$ cat src/rtl/mem_port_arbiter.sv
// mem_port_arbiter
//   Sequences a single-ported data memory between load requests (that missed
//   store forwarding) and retired-store writebacks from the LSQ head. One
//   request is in flight at a time; loads return through a fixed-latency read
//   path to the writeback bus. Loads younger than a mispredicting branch are
//   killed, but their memory cycle still completes.
//
// Ports
//   clk, reset_n                   clock (rising edge), async active-low reset
//   ld_req_* / ld_req_ready        load request handshake (addr, pd, rob)
//   st_req_* / st_req_ready        store request handshake (addr, data, rob)
//   mispredict, mispredict_tag     branch mispredict pulse and branch ROB tag
//   rob_head                       current ROB head, reference for age compare
//   mem_en, mem_we, mem_addr,
//   mem_wdata, mem_rdata           data memory macro interface
//   ld_done, ld_data, ld_pd, ld_rob load writeback (1-cycle pulse)
//   st_done, st_rob                store commit (1-cycle pulse)
//   busy                           FSM not in IDLE
//
// Optional build macro: MEM_ARB_STATS_EN
//   Adds stat_ld_grants, stat_st_grants, stat_ld_kills (16-bit wrapping
//   counters of load grants, store grants and load kills).

module mem_port_arbiter #(
  parameter int unsigned MEM_LATENCY  = 2,
  parameter int unsigned STARVE_LIMIT = 4,
  parameter int unsigned ROB_W        = 5,
  parameter int unsigned PREG_W       = 7
) (
  input  logic              clk,
  input  logic              reset_n,
  input  logic              ld_req_valid,
  input  logic [31:0]       ld_req_addr,
  input  logic [PREG_W-1:0] ld_req_pd,
  input  logic [ROB_W-1:0]  ld_req_rob,
  output logic              ld_req_ready,
  input  logic              st_req_valid,
  input  logic [31:0]       st_req_addr,
  input  logic [31:0]       st_req_data,
  input  logic [ROB_W-1:0]  st_req_rob,
  output logic              st_req_ready,
  input  logic              mispredict,
  input  logic [ROB_W-1:0]  mispredict_tag,
  input  logic [ROB_W-1:0]  rob_head,
  output logic              mem_en,
  output logic              mem_we,
  output logic [31:0]       mem_addr,
  output logic [31:0]       mem_wdata,
  input  logic [31:0]       mem_rdata,
  output logic              ld_done,
  output logic [31:0]       ld_data,
  output logic [PREG_W-1:0] ld_pd,
  output logic [ROB_W-1:0]  ld_rob,
  output logic              st_done,
  output logic [ROB_W-1:0]  st_rob,
  output logic              busy
`ifdef MEM_ARB_STATS_EN
  ,
  output logic [15:0]       stat_ld_grants,
  output logic [15:0]       stat_st_grants,
  output logic [15:0]       stat_ld_kills
`endif
);

  typedef enum logic [1:0] {
    IDLE    = 2'd0,
    ISSUE   = 2'd1,
    LD_WAIT = 2'd2
  } state_t;

  state_t              state;
  logic [3:0]          starve_cnt;
  logic [2:0]          lat_cnt;
  logic                is_load;
  logic                kill;
  logic [PREG_W-1:0]   req_pd;
  logic [ROB_W-1:0]    req_rob;

  // Ages relative to the ROB head; modular subtraction handles wrap.
  logic [ROB_W-1:0]    br_age;
  logic [ROB_W-1:0]    ld_age;
  logic [ROB_W-1:0]    q_age;
  logic                ld_young_kill;
  logic                q_young_kill;
  logic                starve_hit;
  logic                idle_ok;
  logic                ld_acc;
  logic                st_acc;
  logic                kill_next;
  logic                last_next;
  logic                kill_evt;

  assign br_age        = mispredict_tag - rob_head;
  assign ld_age        = ld_req_rob - rob_head;
  assign q_age         = req_rob - rob_head;
  assign ld_young_kill = mispredict && (ld_age > br_age);
  assign q_young_kill  = mispredict && (q_age > br_age);
  assign starve_hit    = (starve_cnt == 4'(STARVE_LIMIT));

  // Ready is gated by reset_n so every output reads 0 while reset is held.
  assign idle_ok      = reset_n && (state == IDLE);
  assign ld_req_ready = idle_ok && ld_req_valid && !ld_young_kill &&
                        (!st_req_valid || starve_hit);
  assign st_req_ready = idle_ok && !ld_req_ready;
  assign ld_acc       = ld_req_valid && ld_req_ready;
  assign st_acc       = st_req_valid && st_req_ready;

  assign kill_next = kill || q_young_kill;

  // True when the coming cycle is the final LD_WAIT cycle, i.e. the cycle in
  // which mem_rdata is valid; ld_done is registered one edge ahead of it.
  assign last_next = (state == ISSUE && is_load && MEM_LATENCY == 32'd1) ||
                     (state == LD_WAIT && lat_cnt == 3'd1);

  // A kill is only recorded while it can still suppress ld_done.
  assign kill_evt = is_load && !kill && q_young_kill &&
                    (state == ISSUE || (state == LD_WAIT && lat_cnt != 3'd0));

  // Read data is valid in the pulse cycle itself, so pass it straight through.
  assign ld_data = ld_done ? mem_rdata : '0;

  always_ff @(posedge clk or negedge reset_n) begin
    if (!reset_n) begin
      state      <= IDLE;
      starve_cnt <= '0;
      lat_cnt    <= '0;
      is_load    <= 1'b0;
      kill       <= 1'b0;
      req_pd     <= '0;
      req_rob    <= '0;
      mem_en     <= 1'b0;
      mem_we     <= 1'b0;
      mem_addr   <= '0;
      mem_wdata  <= '0;
      ld_done    <= 1'b0;
      ld_pd      <= '0;
      ld_rob     <= '0;
      st_done    <= 1'b0;
      st_rob     <= '0;
      busy       <= 1'b0;
    end else begin
      mem_en  <= 1'b0;
      mem_we  <= 1'b0;
      ld_done <= 1'b0;
      st_done <= 1'b0;
      if (!ld_req_valid) begin
        starve_cnt <= '0;
      end
      case (state)
        IDLE: begin
          if (ld_acc) begin
            state      <= ISSUE;
            busy       <= 1'b1;
            is_load    <= 1'b1;
            kill       <= 1'b0;
            mem_en     <= 1'b1;
            mem_addr   <= ld_req_addr;
            mem_wdata  <= '0;
            req_pd     <= ld_req_pd;
            req_rob    <= ld_req_rob;
            starve_cnt <= '0;
          end else if (st_acc) begin
            state     <= ISSUE;
            busy      <= 1'b1;
            is_load   <= 1'b0;
            kill      <= 1'b0;
            mem_en    <= 1'b1;
            mem_we    <= 1'b1;
            mem_addr  <= st_req_addr;
            mem_wdata <= st_req_data;
            req_rob   <= st_req_rob;
            st_done   <= 1'b1;
            st_rob    <= st_req_rob;
            if (ld_req_valid && !starve_hit) begin
              starve_cnt <= starve_cnt + 4'd1;
            end
          end
        end
        ISSUE: begin
          if (is_load) begin
            state   <= LD_WAIT;
            lat_cnt <= 3'(MEM_LATENCY - 1);
            kill    <= kill_next;
            ld_done <= last_next && !kill_next;
            if (last_next) begin
              ld_pd  <= req_pd;
              ld_rob <= req_rob;
            end
          end else begin
            state <= IDLE;
            busy  <= 1'b0;
          end
        end
        LD_WAIT: begin
          if (lat_cnt == 3'd0) begin
            state <= IDLE;
            busy  <= 1'b0;
            kill  <= 1'b0;
          end else begin
            lat_cnt <= lat_cnt - 3'd1;
            kill    <= kill_next;
            ld_done <= last_next && !kill_next;
            if (last_next) begin
              ld_pd  <= req_pd;
              ld_rob <= req_rob;
            end
          end
        end
        default: begin
          state <= IDLE;
          busy  <= 1'b0;
        end
      endcase
    end
  end

`ifdef MEM_ARB_STATS_EN
  always_ff @(posedge clk or negedge reset_n) begin
    if (!reset_n) begin
      stat_ld_grants <= '0;
      stat_st_grants <= '0;
      stat_ld_kills  <= '0;
    end else begin
      if (ld_acc) begin
        stat_ld_grants <= stat_ld_grants + 16'd1;
      end
      if (st_acc) begin
        stat_st_grants <= stat_st_grants + 16'd1;
      end
      if (kill_evt) begin
        stat_ld_kills <= stat_ld_kills + 16'd1;
      end
    end
  end
`else
  logic unused_kill_evt;
  assign unused_kill_evt = kill_evt;
`endif

endmodule

$ cat config.mk
export PLATFORM = sky130hd
export DESIGN_NAME = mem_port_arbiter
export DESIGN_NICKNAME = d
export VERILOG_FILES = /design/src/rtl/mem_port_arbiter.sv
export SDC_FILE = /design/constraint.sdc
export NUM_CORES = 1
export LEC_CHECK = 0
export BUFFER_PORTS_ARGS = -buffer_cell sky130_fd_sc_hd__buf_2
export CORE_UTILIZATION = 44
export CTS_BUF_LIST = sky130_fd_sc_hd__clkbuf_2 sky130_fd_sc_hd__clkbuf_4 sky130_fd_sc_hd__clkbuf_8
export CTS_CLUSTER_DIAMETER = 30
export DETAILED_ROUTE_END_ITERATION = 7
export PLACE_DENSITY = 0.85
export SLEW_MARGIN = 20
export SYNTH_ARGS = -nofsm -noshare
export SYNTH_HDL_FRONTEND = slang
export SYNTH_SLANG_ARGS = --single-unit
$ cat constraint.sdc
create_clock -name clk -period 2.93 [get_ports clk]
set_clock_uncertainty 0.2 [all_clocks]
set_input_delay 0.1465 -clock clk [delete_from_list [all_inputs] [get_ports clk]]
set_output_delay 0.1465 -clock clk [all_outputs]
set_load 0.05 [all_outputs]
==> run_results.csv, run 1 <==
group,metric,value,unit
status,status,"complete, but fails checks",
status,violations,"setup timing",
synth,synthDistinctLibCells,49,
synth,synth_seq_cells,108,
setup_path,crit_type,"primary input to output pin",
cts,numCtsBuffers,9,
finish,drive_gt1_share,42.7,%
power,ir_drop,0.718,mV
finish,fill_cells,864,
floorplanning,die_area,14100,sq um
detailed_routing,drcViolationCount,0,
finish,final_common_cell,"buf_2",
finish,num_antenna_cells,0,
sta,max_freq,335,MHz
place,dpl_cell_area,7790,sq um
synth,synthesis.area,6010,sq um
synth,syn_avg_cell_area,9.94,sq um
global_route,gr-total-overflow,0,
setup_path,worstPathMaxFanout,3,
detailed_routing,dr_wl_met2,10500,microns
setup_path,endpoint,"st_req_ready",
detailed_routing,wl_met1,7640,microns
setup_path,rr_endpoint,"ld_done",
setup_path,r2r_slack,0.13,ns
finish,final_cell_area,9410,sq um
finish,area_growth,56.6,%
sta,setup_violations,2,
finish,mostFrequentLayoutCells,"buf_2 (273), nand2_1 (181), dlygate4sd3_1 (116), dfrtp_1 (108), mux2_4 (38)",
cts,clock_sinks,108,
cts,clk_pin_slew,0.13,ns
detailed_routing,drt_iter0_markers,370,
floorplanning,fp.dieW,119,microns
sta,setup-tns-final,-0.0961,ns
detailed_routing,via_per_inst,5.12,
synth,synth_cells,605,
sta,max-slew-margin-rel,36.4,%
cts,cts_buffer_depth,2,
synth,yosysTopAreaCell,"dfrtp_1",
cts,clkLatencyLatePin,0.40,ns
synth,synth_nets,796,
floorplanning,die_y,119,microns
global_route,antenna_found_initial,0,
detailed_routing,ant_nets,0,
floorplanning,rows,42,
detailed_routing,dr_wl_met3,1550,microns
setup_path,r2r_start,"req_rob[0]",
sta,rsz0062_at_grt,"true",
finish,layout.nets,1214,
sta,tightest_slew,0.954,ns
synth,ys_warn_count,0,
detailed_routing,vias,6162,
setup_path,critPathRequiredTime,2.58,ns
setup_path,reg2regPathDepth,12,
sta,finalCritPeriodShare,102,%
floorplanning,start_util,45.2,%
detailed_routing,dr.pass1.iters,5,
setup_path,cp_data_arrival_time,2.64,ns
sta,finalHoldWorstSlack,0.138,ns
sta,final_hold_viol_count,0,
synth,synth_top_area_share,45.0,%
cts,cts_tree,"yes",
floorplanning,core,13300,sq um
global_route,grt_pass1_vias,6303,
detailed_routing,top_layer,"met4",
synth,synth.area.top_cells,"dfrtp_1 (45%), nand2_1 (11%), mux2_4 (9.5%)",
global_route,grt_max_degree,77,
floorplanning,boundaryPins,280,
sta,maxSlewViolCount,0,
sta,layout_setup_ws,-0.0555,ns
detailed_routing,drt-total-wl,20600,microns
hold_path,hold_class,"primary input to flip-flop",
place,portBuffers,279,
cts,clk_root_buffer_cell,"clkbuf_8",
setup_path,crit_start,"mispredict_tag[0]",
place,dp_hpwl,12000,microns
power,power_density,951,nW/um^2
sta,period_needed,2.99,ns
place,place.gp.congestion,0.865,
global_route,track_usage,28.6,%
setup_path,crit_path_start_kind,"primary input",
cts,htreeDepth,3,
run,cap_violations,0,
setup_path,crit_path_end_kind,"output pin",
power,total_leakage_power,4.94,nW
global_route,grt_pass1_wl,31500,microns
synth,ys_seq_area_share,45.0,%
detailed_routing,wire_per_inst,17.1,microns
==> sequential cells by signal, indices dropped and copies added (netlist names) <==
name	cells
is_load	1
ld_done	1
st_rob	5
mem_addr	32
starve_cnt	4
kill	1
mem_en	1
busy	1
req_pd	7
mem_wdata	32
ld_pd	7
req_rob	5
lat_cnt	3
ld_rob	5
st_done	1
state	2
==> cell usage after synthesis (all sizes together) <==
cell and number:
nor3 4, a211o 1, inv 21, o211ai 1, xnor2 9, clkbuf 20, mux2i 3, nor3b 1
o32ai 2, o31a 1, o31ai 1, ha 28, a41oi 1, a21o 5, nor4b 3, or3 1
o21ai 17, nor4bb 1, a22oi 1, nand3b 2, and2 32, and4 1, nor2 15, dfrtp 108
a31o 1, a21oi 44, mux2 60, a31oi 1, nand3 5, buf 10, o22ai 1, nand2 183
and3 1, nor2b 2, nand4b 1, nand2b 2, a21boi 2, a22o 1, xor2 7, nand4 2
fa 3
==> cells by family (layout without fill, tap and decap cells) <==
logic type / after synthesis / after routing / share of synthesized area [%]
muxes: 63 / 63 / 14.1
DFF: 108 / 108 / 45.0
AOI/OAI and AO/OA: 80 / 80 / 7.87
and+or+nand+nor: 256 / 256 / 19.0
adders and majority gates: 31 / 31 / 6.83
xor gates and xnor gates: 16 / 16 / 2.46
buffers and inverters: 51 / 474 / 4.77
==> area by class of cell <==
type                    instances  area (sq um)  area share (%)
clock inverters                 7          81.3           0.864
flip-flops and latches        108          2700            28.7
multi-input cells             446          3190            33.9
repair buffers                437          3000            31.9
inverters                      21          93.8           0.997
clock buffers                   9           124            1.32
well taps                     176           220            2.34
==> per-stage QoR <==
stage	util (%)	setup WS (ns)	instances	power, mW
after floorplan	-	-0.135	605	6.27
after global placement	58.6	-0.234	1062	7.40
after detailed placement	58.6	-0.315	1062	7.55
after CTS	69.5	-0.0377	1198	8.67
after global routing	70.8	-0.188	1204	9.40
final	70.8	-0.0555	1204	8.95
==> critical path: stages <==
cell and delay, ns:
buf_6 0.11, inv_12 0.04, ha_4 0.12, inv_2 0.04, fa_2 0.36, xnor2_2 0.16
ha_1 0.34, nand2_2 0.08, o21ai_2 0.16, nand2_1 0.07, a211o_1 0.27, a31oi_4 0.27
nand2_8 0.09, buf_6 0.13, nor2_4 0.10, buf_12 0.14
==> where the power goes <==
group,total (mW),internal [mW],leakage [nW],switching [mW]
logic,5.42,1.86,3.47,3.55
registers,2.59,2.15,1.36,0.440
clock network,0.940,0.342,0.103,0.598
==> metal layers <==
layer / up-vias / GRT usage (%)
met3: 71 / 6.94
met1: 2927 / 31.9
met4: 0 / 12.5
met2: 333 / 51.5
met5: - / 0
li1: 2831 / -
==> repair_timing <==
item / in CTS / in global routing
pin swaps: 17 / 14
setup endpoints to repair: 4 / 57
gates cloned: 0 / 2
hold endpoints to repair: 118 / 0
hold buffers: 116 / 0
buffers inserted: 4 / 4
resized for setup: 13 / 21
==> how the worst min path moves through the flow <==
stage	cells past startpoint	to	start
6_report	4	st_done	st_req_valid
5_1_grt	4	st_done	st_req_valid
4_1_cts	5	state[1]	st_req_valid
3_5_place_dp	2	starve_cnt[3]	reset_n
3_3_place_gp	2	mem_en	reset_n
2_1_floorplan	0	busy	reset_n
(Power assumes the default switching activity.)
==> inputs of run 2 (changes only) <==
- clock period: 2.93 -> 2.5 ns (I/O delays scaled with it)
==> run 2 against run 1 <==
  * The run still ends with setup timing left
  * Sequential share of layout area shrank 1.4 points
  * Final cell count increased by 2.7%
  * Clock power up 32%
  * Power increased by 24%
  * Via count grew 4.6%
  * Critical path depth stayed put
==> run_results.csv, run 2 (synthesis results as in run 1) <==
group,metric,value,unit
status,status,"complete, but fails checks",
status,violations,"setup timing",
finish,layout.nets,1245,
run,cap_violations,0,
setup_path,cp_slowest_stage_delay,0.36,ns
finish,finalCoreUtilization,74.3,%
setup_path,crit_path_end_kind,"output pin",
cts,clk_root_buffer_cell,"clkbuf_8",
power,switchingPower,5.54,mW
floorplanning,core,13300,sq um
sta,maxSlewViolCount,0,
place,place_inst,1084,
setup_path,r2r_start,"req_rob[0]",
cts,cts_tree,"yes",
detailed_routing,wire_per_inst,18.1,microns
global_route,antenna_found_initial,1,
global_route,grt_pass1_vias,6665,
detailed_routing,drcViolationCount,0,
power,p_int,5.58,mW
place,dp_hpwl,12700,microns
detailed_routing,drt-total-wl,22400,microns
finish,final_common_cell,"buf_2",
setup_path,crit_chain,"buf_12 -> inv_12 -> ha_4 -> inv_2 -> fa_2 -> a21o_1 -> a21oi_2 -> xnor2_2 -> ha_1 -> nand2_1 -> a211o_1 -> a31oi_4 -> nand2_8 -> buf_12 -> nor2_4 -> buf_8",
finish,finalNonFillerCells,1236,
sta,finalCritPeriodShare,121,%
setup_path,crit_start,"mispredict_tag[0]",
place,place.gp.congestion,0.876,
floorplanning,die_y,119,microns
setup_path,crit_path_start_kind,"primary input",
cts,clk_pin_slew,0.09,ns
finish,top_regs,"mem_addr: 32 flops, mem_wdata: 32 flops",
sta,period_needed,3.04,ns
floorplanning,fp.dieW,119,microns
detailed_routing,dr.pass1.iters,5,
setup_path,worstPathMaxFanout,4,
hold_path,hold_class,"primary input to flip-flop",
sta,rsz0062_at_grt,"true",
global_route,gr-total-overflow,0,
floorplanning,start_util,45.2,%
setup_path,cp_data_arrival_time,2.71,ns
detailed_routing,drt_iter0_markers,392,
cts,numCtsBuffers,9,
power,seq_power_share,27.3,%
sta,setup_violations,95,
setup_path,crit_family,"compound AO/OA/AOI/OAI gates",
finish,drive_gt1_share,46.6,%
finish,mostFrequentLayoutCells,"buf_2 (273), nand2_1 (182), dlygate4sd3_1 (117), dfrtp_1 (108), buf_4 (58)",
global_route,grt_max_degree,61,
setup_path,slowest_stage,"fa_2",
finish,area_growth,64.4,%
place,dpl_worst_slack,-0.787,ns
sta,layout_setup_ws,-0.536,ns
hold_path,worstHoldStart,"st_req_valid",
cts,clock_sinks,108,
power,power,11.1,mW
hold_path,holdPathStages,4,
setup_path,worst-path-stages,16,
setup_path,critPathRequiredTime,2.17,ns
detailed_routing,via_per_inst,5.21,
power,swShare,49.8,%
cts,cts_buffer_depth,2,
sta,max-slew-margin-rel,48.9,%
global_route,track_usage,31.2,%
power,power_density,1130,nW/um^2
setup_path,crit_buf_inv,5,
floorplanning,die_area,14100,sq um
sta,final_hold_viol_count,0,
sta,tightest_slew,0.767,ns
global_route,grt_pass1_wl,33900,microns
setup_path,worst_path_most_repeated_cell,"buf_12",
power,ir_drop,0.880,mV
detailed_routing,ant_nets,0,
cts,clkLatencyLatePin,0.38,ns
cts,htreeDepth,3,
detailed_routing,vias,6445,
sta,max_freq,329,MHz
power,total_leakage_power,5.15,nW
place,portBuffers,279,
setup_path,crit_type,"primary input to output pin",
floorplanning,rows,42,
power,pwr-share-clk,11.1,%
floorplanning,boundaryPins,280,
sta,setup-tns-final,-37.14,ns
setup_path,reg2regPathDepth,12,
power,combPwrFrac,61.5,%
run 2: cell types whose count changed in the layout (fill, tap and decap cells not counted), moves of 3 or more:
cell     change
o21ai_2      +3
a21oi_1     -19
a21oi_2     +17
buf_12       +5
buf_6        +3
buf_4       +21
run 2: path summary, 6_finish.rpt:
path	to	slack, ns
min reg2reg	ld_rob[4]	0.31
max reg2reg	ld_done	-0.42
min in group asynchronous	req_rob[4]	0.24
max in group asynchronous	mem_wdata[2]	1.06
max	st_req_ready	-0.54
min	mem_en	0.16
run 2: worst reg2reg max path, delay by kind of cell, from the launching register on:
kind / cells / cell delay, ns
adder cells (fa/ha/maj): 3 / 0.79
AO/OA/AOI/OAI: 3 / 0.65
AND/OR/NAND/NOR: 3 / 0.53
flip-flops: 1 / 0.41
buffers and inverters: 2 / 0.14
XOR/XNOR: 1 / 0.10
run 2: metal layers:
layer	vias to the layer above	track usage (%)	part of all wire (%)
met4	0	17.2	5.9
met1	3069	33.7	36
met2	376	56.9	51
li1	2892	-	-
met5	-	0	0
met3	108	6.03	6.5
run 2: cell type report:
type	count	area [sq um]
antenna	1	2.50
timing repair buffer	468	3310
sequential	108	2700
inverter	21	93.8
clock inverter	6	91.3
multi-input combinational	446	3320
tap	176	220
fill	796	3410
clock buffer	10	138
run 2: metrics by stage:
| stage | hold WS [ns] | instance area, sq um |
|---|---|---|
| after global placement | -0.206 | 8040 |
| final | 0.164 | 9880 |
| after global routing | 0.172 | 9880 |
| after floorplan | -0.371 | 6160 |
| after CTS | -0.0386 | 9720 |
| after detailed placement | -0.201 | 8040 |
run 2: repair_timing:
action | 4_1_cts | 5_1_grt
endpoints found under the hold margin | 194 | 10
buffers inserted | 10 | 8
hold buffers | 116 | 1
pin swaps | 18 | 13
resized for setup | 45 | 24
cloned | 1 | 0
endpoints found under the setup margin | 94 | 95
run 2: power by group through the flow:
stage                     registers (mW)  clock network, mW  logic, mW
after floorplan                     5.18                  0       2.28
after global placement              2.97                  0       5.92
after detailed placement            2.99                  0       6.07
after CTS                           2.98               1.25       6.44
after global routing                3.11               1.31       7.19
final                               3.04               1.24       6.84
==> inputs of run 3 (changes only) <==
--- a/config.mk
+++ b/config.mk
@@ -8,3 +8,3 @@
 export BUFFER_PORTS_ARGS = -buffer_cell sky130_fd_sc_hd__buf_2
-export CORE_UTILIZATION = 44
+export CORE_UTILIZATION = 43
 export CTS_BUF_LIST = sky130_fd_sc_hd__clkbuf_2 sky130_fd_sc_hd__clkbuf_4 sky130_fd_sc_hd__clkbuf_8
@@ -12,3 +12,3 @@
 export DETAILED_ROUTE_END_ITERATION = 7
-export PLACE_DENSITY = 0.85
+export PLACE_DENSITY = 0.84
 export SLEW_MARGIN = 20
--- a/constraint.sdc
+++ b/constraint.sdc
@@ -4,2 +4,2 @@
 set_output_delay 0.125 -clock clk [all_outputs]
-set_load 0.05 [all_outputs]
+set_load 0.02 [all_outputs]
==> run 3 against run 2 <==
  * The run still ends with setup timing left
  * Via count rose by 2.0%
  * Setup slack better by 0.048 ns
  * First-iteration DRC count is 19% higher
  * Cell area rose by 2.5%
  * Utilization increased by 0.96 points
  * Power decreased by 12%
==> run_results.csv, run 3 (synthesis results as in run 1) <==
group,metric,value,unit
status,status,"complete, but fails checks",
status,violations,"setup timing",
detailed_routing,dr_wl_met2,12400,microns
finish,num_antenna_cells,0,
finish,finalNonFillerCells,1243,
finish,layout.nets,1253,
place,dp_hpwl,12800,microns
cts,numCtsBuffers,9,
floorplanning,die_area,14500,sq um
detailed_routing,vias,6573,
setup_path,slowest_stage,"fa_2",
setup_path,critPathRequiredTime,2.17,ns
sta,period_needed,2.99,ns
detailed_routing,via_per_inst,5.29,
sta,max_freq,335,MHz
detailed_routing,drt_iter0_markers,466,
finish,top_regs,"mem_addr: 32 flops, mem_wdata: 32 flops",
global_route,track_usage,30.2,%
floorplanning,rows,42,
setup_path,cp_slowest_stage_delay,0.36,ns
finish,mostFrequentLayoutCells,"buf_2 (273), nand2_1 (182), dlygate4sd3_1 (117), dfrtp_1 (108), buf_4 (51)",
setup_path,worst-path-stages,16,
cts,cts_buffer_depth,2,
sta,tightest_slew,0.603,ns
floorplanning,die_y,120,microns
global_route,grt_pass1_vias,6731,
hold_path,holdPathStages,5,
setup_path,worst_path_most_repeated_cell,"buf_12",
global_route,antenna_found_initial,0,
setup_path,worstPathMaxFanout,3,
detailed_routing,dr.pass1.iters,5,
sta,finalHoldWorstSlack,0.179,ns
power,power,9.76,mW
finish,final_cell_area,10100,sq um
detailed_routing,wl_met1,8220,microns
cts,cts_tree,"yes",
setup_path,crit_path_end_kind,"output pin",
sta,rsz0062_at_grt,"true",
global_route,grt_max_degree,103,
detailed_routing,drcViolationCount,0,
finish,area_growth,68.5,%
setup_path,crit_buf_inv,5,
floorplanning,core,13500,sq um
cts,clock_sinks,108,
setup_path,r2r_slack,-0.43,ns
detailed_routing,dr_wl_met3,1610,microns
place,dpl_cell_area,8070,sq um
run,cap_violations,0,
sta,finalCritPeriodShare,120,%
detailed_routing,top_layer,"met4",
cts,clk_root_buffer_cell,"clkbuf_8",
floorplanning,fp.dieW,120,microns
floorplanning,start_util,44.7,%
power,ir_drop,0.733,mV
sta,layout_setup_ws,-0.489,ns
power,power_density,964,nW/um^2
setup_path,cp_data_arrival_time,2.66,ns
detailed_routing,drt-total-wl,23700,microns
sta,setup_violations,95,
place,place_inst,1084,
place,place.gp.congestion,0.892,
cts,clk_pin_slew,0.11,ns
detailed_routing,ant_nets,0,
cts,htreeDepth,3,
detailed_routing,wire_per_inst,19.0,microns
setup_path,reg2regPathDepth,13,
global_route,gr-total-overflow,0,
sta,max-slew-margin-rel,59.8,%
finish,drive_gt1_share,47.6,%
setup_path,crit_path_start_kind,"primary input",
place,portBuffers,279,
power,total_leakage_power,5.24,nW
hold_path,hold_class,"primary input to flip-flop",
sta,final_hold_viol_count,0,
cts,clkLatencyLatePin,0.38,ns
setup_path,crit_chain,"buf_12 -> inv_12 -> ha_4 -> inv_2 -> fa_2 -> a21o_1 -> a21oi_2 -> xnor2_1 -> ha_1 -> nand2_1 -> a211o_1 -> a31oi_4 -> nand2_8 -> buf_12 -> nor2_4 -> buf_6",
floorplanning,boundaryPins,280,
sta,setup-tns-final,-33.03,ns
setup_path,crit_family,"compound AO/OA/AOI/OAI gates",
finish,final_common_cell,"buf_2",
setup_path,crit_type,"primary input to output pin",
global_route,grt_pass1_wl,33500,microns
sta,maxSlewViolCount,0,
-- run 3: worst paths after layout --
check	startpoint	to
hold reg to reg	ld_pd[2]	ld_pd[2]
setup / recovery	mispredict_tag[0]	st_req_ready
hold / removal	st_req_valid	state[1]
max in group asynchronous	reset_n	starve_cnt[3]
min in group asynchronous	reset_n	kill
setup reg to reg	req_rob[0]	kill
-- run 3: timing repair --
action	CTS	global route
gates resized for setup	43	54
pin swaps	23	15
cloned	1	4
setup endpoints to repair	94	95
hold endpoints to repair	194	7
buffers inserted	9	13
hold buffers	116	1
-- run 3: worst min-delay path, delay by kind of cell --
| kind | cells | cell delay [ns] |
|---|---|---|
| and+or+nand+nor | 2 | 0.26 |
| AOI/OAI and AO/OA | 1 | 0.16 |
| buffers and inverters | 1 | 0.11 |
| muxes | 1 | 0.08 |
-- run 3: stage by stage --
stage | setup slack [ns] | utilization, %
finish | -0.489 | 75.3
global route | -0.574 | 75.3
CTS | -0.392 | 72.1
detailed placement | -0.747 | 60.0
global placement | -0.663 | 60.0
floorplan | -0.378 | -
-- run 3: area by class of cell --
cell class	instances	area, sq um
Clock buffer	9	124
Clock inverter	7	67.6
Fill cell	807	3330
Inverter	21	93.8
Multi-Input combinational cell	446	3410
Sequential cell	108	2700
Tap cell	176	220
Timing Repair Buffer	476	3510
-- run 3: where the power goes --
part,switching (mW),internal (mW),total [mW]
Sequential,0.533,2.52,3.05
Clock,0.693,0.392,1.08
Combinational,3.01,2.62,5.63
Total,4.24,5.53,9.76
-- run 3: routing by layer --
metal	track usage [%]	vias up
met5	0	-
met4	18.0	0
met3	6.46	120
met2	55.2	416
met1	31.6	3114
li1	-	2923
